**src/rtl/dsp_param_writer.sv**
```systemverilog
// ---------------------------------------------------------------------------
// dsp_param_writer
//
// Host-side write port for the DSP core's double-banked parameter RAM.
// A byte stream from the control CPU carries two packet types:
//   write  : 0x01, ADDR_HI, ADDR_LO, DATA_BYTES data bytes (MS byte first)
//   commit : 0x02
// Writes always land in the shadow bank (~active_bank). A commit waits for
// the next frame_start pulse and then swaps banks. This gives the core a
// coherent parameter set for a whole frame.
//
// Ports
//   clk            system clock (shared with the DSP core)
//   reset_n        synchronous active-low reset
//   in_data        host byte
//   in_valid       in_data is valid
//   in_ready       block accepts a byte this cycle
//   frame_start    one-cycle pulse at the start of each sample frame
//   param_wr_data  RAM write data (registered, held between writes)
//   param_wr_addr  RAM write address, MSB = shadow bank (registered, held)
//   param_wr_en    RAM write strobe, one cycle per write
//   active_bank    bank currently read by the core
//   commit_pending a commit is waiting for frame_start
//   err_count      unknown command bytes seen, saturating at 255
// ---------------------------------------------------------------------------
module dsp_param_writer #(
  parameter int PARAM_WIDTH      = 36,
  parameter int PARAM_ADDR_WIDTH = 10,
  parameter int DATA_BYTES       = 5
) (
  input  logic                        clk,
  input  logic                        reset_n,
  input  logic [7:0]                  in_data,
  input  logic                        in_valid,
  output logic                        in_ready,
  input  logic                        frame_start,
  output logic [PARAM_WIDTH-1:0]      param_wr_data,
  output logic [PARAM_ADDR_WIDTH-1:0] param_wr_addr,
  output logic                        param_wr_en,
  output logic                        active_bank,
  output logic                        commit_pending,
  output logic [7:0]                  err_count
);

  localparam int ADDR_W  = PARAM_ADDR_WIDTH - 1;
  localparam int SHIFT_W = 8 * DATA_BYTES;
  localparam int CNT_W   = (DATA_BYTES > 1) ? $clog2(DATA_BYTES) : 1;

  localparam logic [CNT_W-1:0] LAST_CNT   = CNT_W'(DATA_BYTES - 1);
  localparam logic [7:0]       CMD_WRITE  = 8'h01;
  localparam logic [7:0]       CMD_COMMIT = 8'h02;
  localparam logic [7:0]       ERR_MAX    = 8'hFF;

  typedef enum logic [2:0] {
    S_IDLE,
    S_ADDR_HI,
    S_ADDR_LO,
    S_DATA,
    S_WRITE,
    S_COMMIT_WAIT
  } state_t;

  state_t               state_q;
  state_t               state_d;
  logic [7:0]           addr_hi_q;
  logic [ADDR_W-1:0]    addr_q;
  logic [SHIFT_W-1:0]   shift_q;
  logic [SHIFT_W-1:0]   shift_d;
  logic [CNT_W-1:0]     cnt_q;

  logic accept;
  logic last_byte;
  logic bad_cmd;
  logic swap;

  // Ready depends only on state and reset, never on in_valid, so the host
  // can hold a byte on the bus across WRITE/COMMIT_WAIT without it being
  // consumed.
  assign in_ready = reset_n &&
                    (state_q inside {S_IDLE, S_ADDR_HI, S_ADDR_LO, S_DATA});
  assign accept   = in_valid && in_ready;

  assign last_byte = (state_q == S_DATA) && accept && (cnt_q == LAST_CNT);
  assign bad_cmd   = (state_q == S_IDLE) && accept &&
                     (in_data != CMD_WRITE) && (in_data != CMD_COMMIT);
  assign swap      = (state_q == S_COMMIT_WAIT) && frame_start;

  // Shift the new byte in at the bottom; the top byte falls off, so after
  // DATA_BYTES shifts the register holds the whole big-endian field.
  assign shift_d = SHIFT_W'({shift_q, in_data});

  assign commit_pending = (state_q == S_COMMIT_WAIT);

  // -------------------------------------------------------------------------
  // State register
  // -------------------------------------------------------------------------
  // NOTE: sequential state uses non-blocking assignments so every register
  // samples pre-edge values and process ordering cannot change behaviour.
  always_ff @(posedge clk) begin
    if (!reset_n) state_q <= S_IDLE;
    else          state_q <= state_d;
  end

  // -------------------------------------------------------------------------
  // Next-state logic
  // -------------------------------------------------------------------------
  // NOTE: state_d gets a default before the case so no path leaves it
  // unassigned, which would otherwise infer a latch.
  always_comb begin
    state_d = state_q;
    unique case (state_q)
      S_IDLE: begin
        if (accept) begin
          if (in_data == CMD_WRITE)       state_d = S_ADDR_HI;
          else if (in_data == CMD_COMMIT) state_d = S_COMMIT_WAIT;
        end
      end
      S_ADDR_HI:     if (accept)    state_d = S_ADDR_LO;
      S_ADDR_LO:     if (accept)    state_d = S_DATA;
      S_DATA:        if (last_byte) state_d = S_WRITE;
      S_WRITE:                      state_d = S_IDLE;
      // A frame_start coincident with the commit byte arrives while still
      // in IDLE and is ignored; only a pulse seen here completes the swap.
      S_COMMIT_WAIT: if (frame_start) state_d = S_IDLE;
      default:                      state_d = S_IDLE;
    endcase
  end

  // -------------------------------------------------------------------------
  // Datapath: packet assembly, registered write port, bank and error count
  // -------------------------------------------------------------------------
  always_ff @(posedge clk) begin
    if (!reset_n) begin
      addr_hi_q     <= '0;
      addr_q        <= '0;
      shift_q       <= '0;
      cnt_q         <= '0;
      param_wr_en   <= 1'b0;
      param_wr_addr <= '0;
      param_wr_data <= '0;
      active_bank   <= 1'b0;
      err_count     <= '0;
    end else begin
      // Strobe is high only in the WRITE cycle that follows the last byte.
      param_wr_en <= last_byte;

      if ((state_q == S_ADDR_HI) && accept) addr_hi_q <= in_data;

      if ((state_q == S_ADDR_LO) && accept) begin
        // Upper address bits beyond the host-visible width are dropped.
        addr_q <= ADDR_W'({addr_hi_q, in_data});
        cnt_q  <= '0;
      end

      if ((state_q == S_DATA) && accept) begin
        shift_q <= shift_d;
        cnt_q   <= cnt_q + CNT_W'(1);
      end

      // Address and data are captured together with the strobe and then
      // held until the next write. The bank bit always selects the shadow.
      if (last_byte) begin
        param_wr_addr <= {~active_bank, addr_q};
        param_wr_data <= PARAM_WIDTH'(shift_d);
      end

      // Swaps happen only in COMMIT_WAIT and writes only leave DATA, so a
      // write and a swap can never share a cycle.
      if (swap) active_bank <= ~active_bank;

      if (bad_cmd && (err_count != ERR_MAX)) err_count <= err_count + 8'd1;
    end
  end

endmodule
```
**config.mk**
```make
export PLATFORM = sky130hd
export DESIGN_NAME = dsp_param_writer
export DESIGN_NICKNAME = d
export VERILOG_FILES = /design/src/rtl/dsp_param_writer.sv
export SDC_FILE = /design/constraint.sdc
export NUM_CORES = 1
export LEC_CHECK = 0
export CORE_ASPECT_RATIO = 2
export CORE_UTILIZATION = 35
export DETAILED_ROUTE_END_ITERATION = 8
export PLACE_DENSITY = 0.63
export SLEW_MARGIN = 20
export SYNTH_ARGS = -nofsm -noshare
export SYNTH_HDL_FRONTEND = slang
export SYNTH_SLANG_ARGS = --single-unit
```
**constraint.sdc**
```tcl
create_clock -name clk -period 2.8 [get_ports clk]
set_clock_uncertainty 0.15 [all_clocks]
set_input_delay 0.56 -clock clk [delete_from_list [all_inputs] [get_ports clk]]
set_output_delay 0.56 -clock clk [all_outputs]
set_load 0.01 [all_outputs]
```
* Word-level counts from Yosys, hierarchy flattened
Cells that the tools add are included.
Word-level totals: memories 0, bits of input ports 12, latch bits 0, output and inout port bits 58, bits in read-only memories 0, logic and storage cells 54, RAM bits 0, bits in registers 100
Operators by class: equality and inequality tests 16, shifts and indexed selects 0, multiply operators 0, reduce and logical (&&, ||, !) cells 15, div/mod/pow operators 0, multiplexer cells 10, bitwise logic cells 1, magnitude comparators 0, $add $sub $neg 2
Operator list (number):
- $mux 3 | 9
- $pmux 3 s5 | 1
- $logic_and 1x1->1 | 11
- $ne 2x2->1 const B | 5
- $add 8x1->8 const B | 1
- $eq 8x1->1 const B | 1
- $eq 8x2->1 const B | 1
- $ne 8x1->1 const B | 1
- $ne 8x2->1 const B | 1
- $ne 8x8->1 const B | 1
- $eq 3x2->1 const B | 2
- $eq 3x3->1 const B | 2
- $reduce_and 6->1 | 1
- $reduce_bool 4->1 | 1
- $add 3x1->3 const B | 1
- $eq 3x1->1 const B | 1
- $logic_not 3->1 | 1
- $ne 3x1->1 const B | 1
- $reduce_bool 2->1 | 1
- $not 1->1 | 1

* Logic depth before layout (Yosys ltp)
Gate-level depths: netlist (run 1).
depth in word-level cells 8, depth in mapped cells 8

* Worst setup path after synthesis (run 1)
OpenSTA, ideal clock, no wires.
path kind input-to-reg, from input port in_data[0], to register err_count[4], stages 5, arrival 1.650 ns, library setup time 0.135 ns, slack 0.864 ns, path through xor2_1 -> a311o_1 -> buf_2 -> o311ai_0 -> o41ai_1
On the way: cells in the longest elaborated chain, start to end 4, elaborated cells on any way between the ends 5, those cells by class eq/ne (2); reduce/logical (3)
Ends and longest elaborated chain:
- start: declaration | RTL line 33 | input logic [7:0] in_data,
- $ne 8x1->1 | RTL line 85 | (in_data != CMD_WRITE) && (in_data != CMD_COMMIT);
- $logic_and 1x1->1 | RTL line 84 | assign bad_cmd = (state_q == S_IDLE) && accept &&
- $logic_and 1x1->1 * | RTL line 85
- $logic_and 1x1->1 * | RTL line 171 | if (bad_cmd && (err_count != ERR_MAX)) err_count <= err_count + 8'd1;
- end signal: assignment | RTL line 171
- end: declaration | RTL line 42 | output logic [7:0] err_count
Mark *: on every way between the ends. The rest lies on a longest branch, timed or not. A chain may end at the register's enable or synchronous reset.

* Final worst setup path (run 1)
from input port reset_n, to output port in_ready
On the way: cells in the longest elaborated chain, start to end 1
Ends and longest elaborated chain:
- start: declaration | RTL line 32 | input logic reset_n,
- $logic_and 1x1->1 | RTL line 79 | assign in_ready = reset_n &&
- end: declaration | RTL line 35 | output logic in_ready,
Every way passes these cells.

==> results of run 1 <==
==> flip-flops by register name, indices dropped and copies added (netlist names) <==
signal         flops
param_wr_addr     10
shift_q           28
param_wr_data     36
cnt_q              3
addr_q             9
err_count          8
state_q            3
param_wr_en        1
active_bank        1
addr_hi_q          1
==> worst max-delay path, stage by stage <==
cell and delay (ns):
clkdlybuf4s50_1 0.47, nor2b_1 0.16, clkdlybuf4s50_1 0.56
==> report_power, final <==
part / total (mW) / internal (mW) / switching [mW]
registers: 1.43 / 1.42 / 0.00224
clock network: 1.12 / 0.629 / 0.492
logic: 0.0792 / 0.0327 / 0.0465
total: 2.63 / 2.09 / 0.540
==> layout make-up <==
type	count	area (um^2)	share of cell area, %
sequential	100	2002	40.44
multi-input combinational	278	1650	33.34
timing repair buffer	86	830.8	16.78
clock buffer	15	257.7	5.207
tap	137	171.4	3.463
inverter	8	30.03	0.6067
clock inverter	1	7.507	0.1517
==> per-layer routing <==
metal / up-vias / routed length (um)
li1: 1540 / -
met1: 1413 / 3427
met2: 65 / 4708
met3: 12 / 261
met4: 0 / 171
met5: - / 0
==> cells by family after synthesis <==
logic type               after synthesis  synth area share [%]
AND/OR/NAND/NOR                      162                 18.33
XOR/XNOR                               2                0.4617
AO/OA/AOI/OAI                         53                 8.078
buffers and inverters                 36                 4.088
multiplexers                          58                 15.30
flip-flops                           100                 52.75
adder cells (fa/ha/maj)                3                0.9892
==> worst min-delay path by stage <==
stage                              to  slack [ns]        start  cells after the start
after global routing      shift_q[24]        0.32  shift_q[24]                      2
final                     shift_q[24]        0.30  shift_q[24]                      2
after global placement    shift_q[24]        0.29  shift_q[24]                      2
after CTS                 shift_q[24]        0.30  shift_q[24]                      2
after detailed placement  shift_q[24]        0.30  shift_q[24]                      2
after floorplan           shift_q[20]        0.29  shift_q[20]                      2
==> cells in the final DEF, fill, tap and decap left out, types with 2 or more instances in the layout <==
| cell | n |
|---|---|
| nand3_1 | 7 |
| or3_1 | 3 |
| o41ai_1 | 2 |
| clkdlybuf4s50_1 | 69 |
| o21ai_0 | 4 |
| ha_1 | 3 |
| nand2_1 | 69 |
| o311ai_0 | 2 |
| mux2i_1 | 58 |
| nor2_1 | 58 |
| and2_1 | 2 |
| a31oi_1 | 3 |
| a21oi_1 | 35 |
| clkbuf_16 | 9 |
| dfxtp_1 | 100 |
| nand4b_1 | 2 |
| inv_1 | 7 |
| nor4_1 | 3 |
| nor3_1 | 4 |
| clkbuf_1 | 5 |
| o31ai_1 | 2 |
| or4_1 | 2 |
| nor2b_1 | 4 |
| buf_4 | 16 |
==> qor.csv, run 1 <==
stage,metric,value,unit
run_status,run status,"complete, no violations",
route,DRT Pass-1 Iters,4,
power,peak supply drop,0.3232,mV
critical_path,crit path max fanout,2,
global_routing,GRT met2 Usage,29.29,%
timing,setup violators final,0,
yosys,"Avg Cell Area, Syn",9.166,um^2
clock_network,CTS tree,built,
placed_design,dpl cells,609,
finish,"Net count, final",498,
clock_network,TritonCTS buffer count,9,
yosys,Cells after Synth,414,
clock_network,worst skew pair latency,0.34,ns
finish,Final Cell Area,4950,um^2
global_routing,first-pass GRT wire length,13.67,mm
critical_path,crit path from,reset_n,
die,die height,149.3,um
finish,final core occ,46.94,%
placed_design,IO buf count,69,
yosys,"Primary FF master, synth",dfxtp_1,
timing,Setup TNS,0,ns
finish,area grow syn2layout,30.43,%
power,Pwr Total,2.626,mW
critical_path,Crit Path Category,in -> out,
route,Vias/cell,4.848,
yosys,most instantiated library cell after synthesis,dfxtp_1,
global_routing,GRT busiest layer,met2,
yosys,Synth area leader,dfxtp_1,
critical_path,Worst Setup End Kind,output port,
yosys,Synth top area share,52.75,%
die,Std-Cell Rows,53,
global_routing,largest net degree at the start of global routing,54,
die,full die area,11290,um^2
route,Avg WL per Cell,13.71,um
min_path,Hold WC Path Type,reg -> reg,
clock_network,CTS Root Buffer Type,clkbuf_16,
finish,Antenna diodes,0,
global_routing,vias in the first global route,2800,
timing,crit path time final,2.457,ns
timing,final worst slack,0.3433,ns
clock_network,H-tree Lvls,3,
finish,fin cells,625,
route,"antenna viol nets, final",0,
clock_network,Clock transition at path regs,0.06,ns
placed_design,dpl hpwl,6.047,mm
route,drt first-iter violations,197,
timing,FMAX,407.0,MHz
placed_design,Final GP Congestion,0.7029,
yosys,ys async rst share,0,%
power,P_leak,2.043,nW
critical_path,Worst Path Arrival,1.75,ns
clock_network,Sink Count,100,
yosys,ranking of synthesized cells by area,"dfxtp_1 (53%), mux2i_1 (15%), nand2_1 (6.8%)",
critical_path,RR Endpoint,err_count[3],
clock_network,deepest clock path buffer count,2,
yosys,"Cell Area, Synth",3795,um^2
clock_network,post-CTS setup repair buffer count,0,
yosys,synth warn,0,
die,Chip Width,75.63,um
global_routing,initial antenna violation count,0,
critical_path,register-to-register setup slack,0.63,ns
finish,fillers,1000,
yosys,Netlist cell types,37,
power,pwr dens,530.5,nW/um^2
route,Remaining DRCs,0,
global_routing,met1 Use GR,17.89,%
yosys,syn_nets,429,
placed_design,Placed Area,4684,um^2
die,starting density of the core,35.99,%
timing,Final Hold Fails,0,
critical_path,CP endpoint,in_ready,
placed_design,Placement Setup Slack,0.01255,ns
finish,share of layout cells above drive strength 1,6.352,%
timing,RSZ-0062 raised after global routing,false,
critical_path,WP data required,2.09,ns
timing,Hold WS,0.3029,ns
yosys,"EDFF count, synth",0,
timing,crit share post-route,87.74,%
die,core footprint,10540,um^2
global_routing,GR Util met3,2.500,%
clock_network,# hold bufs at CTS,0,
critical_path,Worst Setup Start Kind,input port,
yosys,most frequent cells after synthesis,"dfxtp_1 (100), nand2_1 (69), mux2i_1 (58), nor2_1 (58), a21oi_1 (35)",
clock_network,post-cts sizing count,0,
route,final wirelength,8.567,mm
route,DR vias,3030,
yosys,sequential area share after synthesis,52.75,%
critical_path,worst r2r src,err_count[0],
global_routing,total track usage,16.22,%
timing,Rel. slew slack,42.66,%
yosys,#FFs+latches synth,100,
timing,worst slew pin tran,0.8563,ns
timing,"Slew Viols, Final",0,
flow_run,Max-cap violations,0,
critical_path,R2R depth,5,
die,io pins,70,
global_routing,total global routing overflow,0,
Note: power is estimated with default switching activity, not from simulation.
==> run 2: changes to the inputs <==
--- a/config.mk
+++ b/config.mk
@@ -9,6 +9,7 @@
 export CORE_UTILIZATION = 35
 export DETAILED_ROUTE_END_ITERATION = 8
 export PLACE_DENSITY = 0.63
+export REMOVE_ABC_BUFFERS = 1
 export SLEW_MARGIN = 20
 export SYNTH_ARGS = -nofsm -noshare
 export SYNTH_HDL_FRONTEND = slang
==> constraint.sdc (replaced) <==
create_clock -name clk -period 3 [get_ports clk]
set_clock_uncertainty 0.15 [all_clocks]
set_input_delay 0.6 -clock clk [delete_from_list [all_inputs] [get_ports clk]]
set_output_delay 0.6 -clock clk [all_outputs]
set_load 0.01 [all_outputs]
==> run 2 against run 1 <==
Net effect:
- worst setup slack gained 0.064 ns
- via count shrank 0.53%
- sequential cell count is the same
- non-clock buffer count shrank 7
- global-route usage shrank 0.84 points
- die area is the same
- clock power is essentially flat
- final cell count shrank 1.1%
- critical path depth is the same
- count of clock-buffer cells in the layout shrank 6
- critical endpoint unchanged
- largest power group unchanged
==> qor.csv, run 2 (synthesized netlist as in run 1, its figures left out) <==
stage,metric,value,unit
finish,"Net count, final",491,
clock_network,deepest clock path buffer count,2,
global_routing,largest net degree at the start of global routing,82,
placed_design,dpl hpwl,5.404,mm
die,io pins,70,
finish,fillers,1015,
finish,fin cells,618,
critical_path,WP data required,2.25,ns
placed_design,Placed Area,4644,um^2
route,final wirelength,8.099,mm
route,DRT Pass-1 Iters,4,
timing,crit share post-route,86.42,%
finish,final core occ,46.75,%
clock_network,post-CTS setup repair buffer count,0,
finish,Final Cell Area,4930,um^2
route,"antenna viol nets, final",0,
critical_path,Worst path max stage delay,0.56,ns
placed_design,Final GP Congestion,0.7024,
die,full die area,11290,um^2
route,Remaining DRCs,0,
die,Chip Width,75.63,um
global_routing,vias in the first global route,2761,
critical_path,register-to-register setup slack,0.91,ns
critical_path,CP max stage cell,clkdlybuf4s50_1,
power,peak supply drop,0.3419,mV
timing,setup violators final,0,
finish,area grow syn2layout,29.90,%
critical_path,family with the most delay on the worst path,buffers and inverters,
route,met3 wire len,320,um
finish,"most common cell after layout, fill and taps aside",dfxtp_1,
global_routing,first-pass GRT wire length,12.96,mm
critical_path,Crit Path Category,in -> out,
placed_design,dpl cells,602,
finish,Seq. cell area,2002,um^2
route,Avg WL per Cell,13.11,um
flow_run,Max-cap violations,0,
min_path,Hold WC Path Type,reg -> reg,
clock_network,Clock transition at path regs,0.07,ns
route,Vias/cell,4.877,
timing,Setup TNS,0,ns
die,core footprint,10540,um^2
critical_path,CP Buf/Inv Count,2,
power,pwr dens,507.3,nW/um^2
clock_network,Sink Count,100,
critical_path,worst-path cell chain,"clkdlybuf4s50_1, nor2b_1, clkdlybuf4s50_1",
finish,Antenna diodes,0,
clock_network,post-cts sizing count,0,
finish,Multi-input gate area,1650,um^2
finish,share of layout cells above drive strength 1,6.029,%
finish,most frequent cells in the layout,"dfxtp_1 (100), nand2_1 (69), clkdlybuf4s50_1 (69), nor2_1 (58), mux2i_1 (58)",
critical_path,CP dominant cell by count,clkdlybuf4s50_1,
critical_path,crit path max fanout,3,
global_routing,initial antenna violation count,0,
route,WL met2,4.168,mm
critical_path,Worst Setup Start Kind,input port,
clock_network,CTS tree,built,
run_status,run status,"complete, no violations",
timing,crit path time final,2.593,ns
die,Std-Cell Rows,53,
finish,largest register by flop count,param_wr_data,
timing,Rel. slew slack,42.44,%
finish,biggest regs,"param_wr_data (36), shift_q (28), param_wr_addr (10)",
critical_path,Worst Setup End Kind,output port,
timing,Final Hold Fails,0,
route,drt first-iter violations,180,
die,starting density of the core,35.99,%
route,wire length on met1,3.450,mm
clock_network,# hold bufs at CTS,0,
die,die height,149.3,um
timing,FMAX,385.7,MHz
critical_path,R2R depth,5,
timing,"Slew Viols, Final",0,
route,DR vias,3014,
global_routing,total global routing overflow,0,
timing,RSZ-0062 raised after global routing,false,
placed_design,IO buf count,69,
critical_path,Worst Path Arrival,1.84,ns
clock_network,H-tree Lvls,3,
clock_network,CTS Root Buffer Type,clkbuf_16,
clock_network,TritonCTS buffer count,9,
global_routing,total track usage,15.38,%
route,Top Metal Used,met4,
clock_network,worst skew pair latency,0.34,ns
min_path,WHS Path Cells,2,
power,P_leak,2.025,nW
timing,worst slew pin tran,0.8596,ns
critical_path,Critical Path Stages,3,
finish,max FFs per register,36,
[run 2: changes by cell type in the layout (fill, tap and decap cells not counted), sizes merged]
cell      previous run  this run
buf                 17        10
clkbuf              15         9
clkinv               0         2
clkinvlp             1         2
inv                  8        11
[run 2: metrics by stage]
step                hold WS, ns  total power, mW  setup slack (ns)
floorplan                0.2857            1.385           -0.2954
global placement         0.2929            1.429            0.2695
detailed placement       0.3008            1.430            0.1894
CTS                      0.3108            2.537            0.3769
global route             0.3361            2.599            0.3498
finish                   0.3089            2.501            0.4073
[run 2: layer usage]
layer  vias up  GRT usage, %
met2        60         26.12
met3        12         3.446
met4         0         7.963
li1       1522             -
met5         -             0
met1      1420         17.36
[run 2: final timing paths]
kind                              startpoint           end
worst max-delay path                 reset_n      in_ready
worst min-delay path             shift_q[27]   shift_q[27]
worst max register to register  err_count[0]  err_count[3]
worst min register to register   shift_q[27]   shift_q[27]
[run 2: area by class of cell]
cell class,instances,share of cell area [%]
Clock inverter,7,1.218
Sequential cell,100,40.61
Inverter,8,0.6091
Multi-Input combinational cell,278,33.48
Tap cell,137,3.477
Timing Repair Buffer,79,16.04
Clock buffer,9,4.569
[run 2: where the power goes]
| part | switching (mW) | leakage [nW] | total (mW) | internal, mW |
|---|---|---|---|---|
| logic | 0.0413 | 1.08 | 0.0684 | 0.0271 |
| registers | 0.00220 | 0.805 | 1.33 | 1.33 |
| clock network | 0.526 | 0.136 | 1.10 | 0.577 |
| total | 0.569 | 2.02 | 2.50 | 1.93 |
[run 2: tightest hold or removal path: stages (launching register included)]
cell,delay (ns)
dfxtp_1,0.31
nand2_1,0.05
a21oi_1,0.05
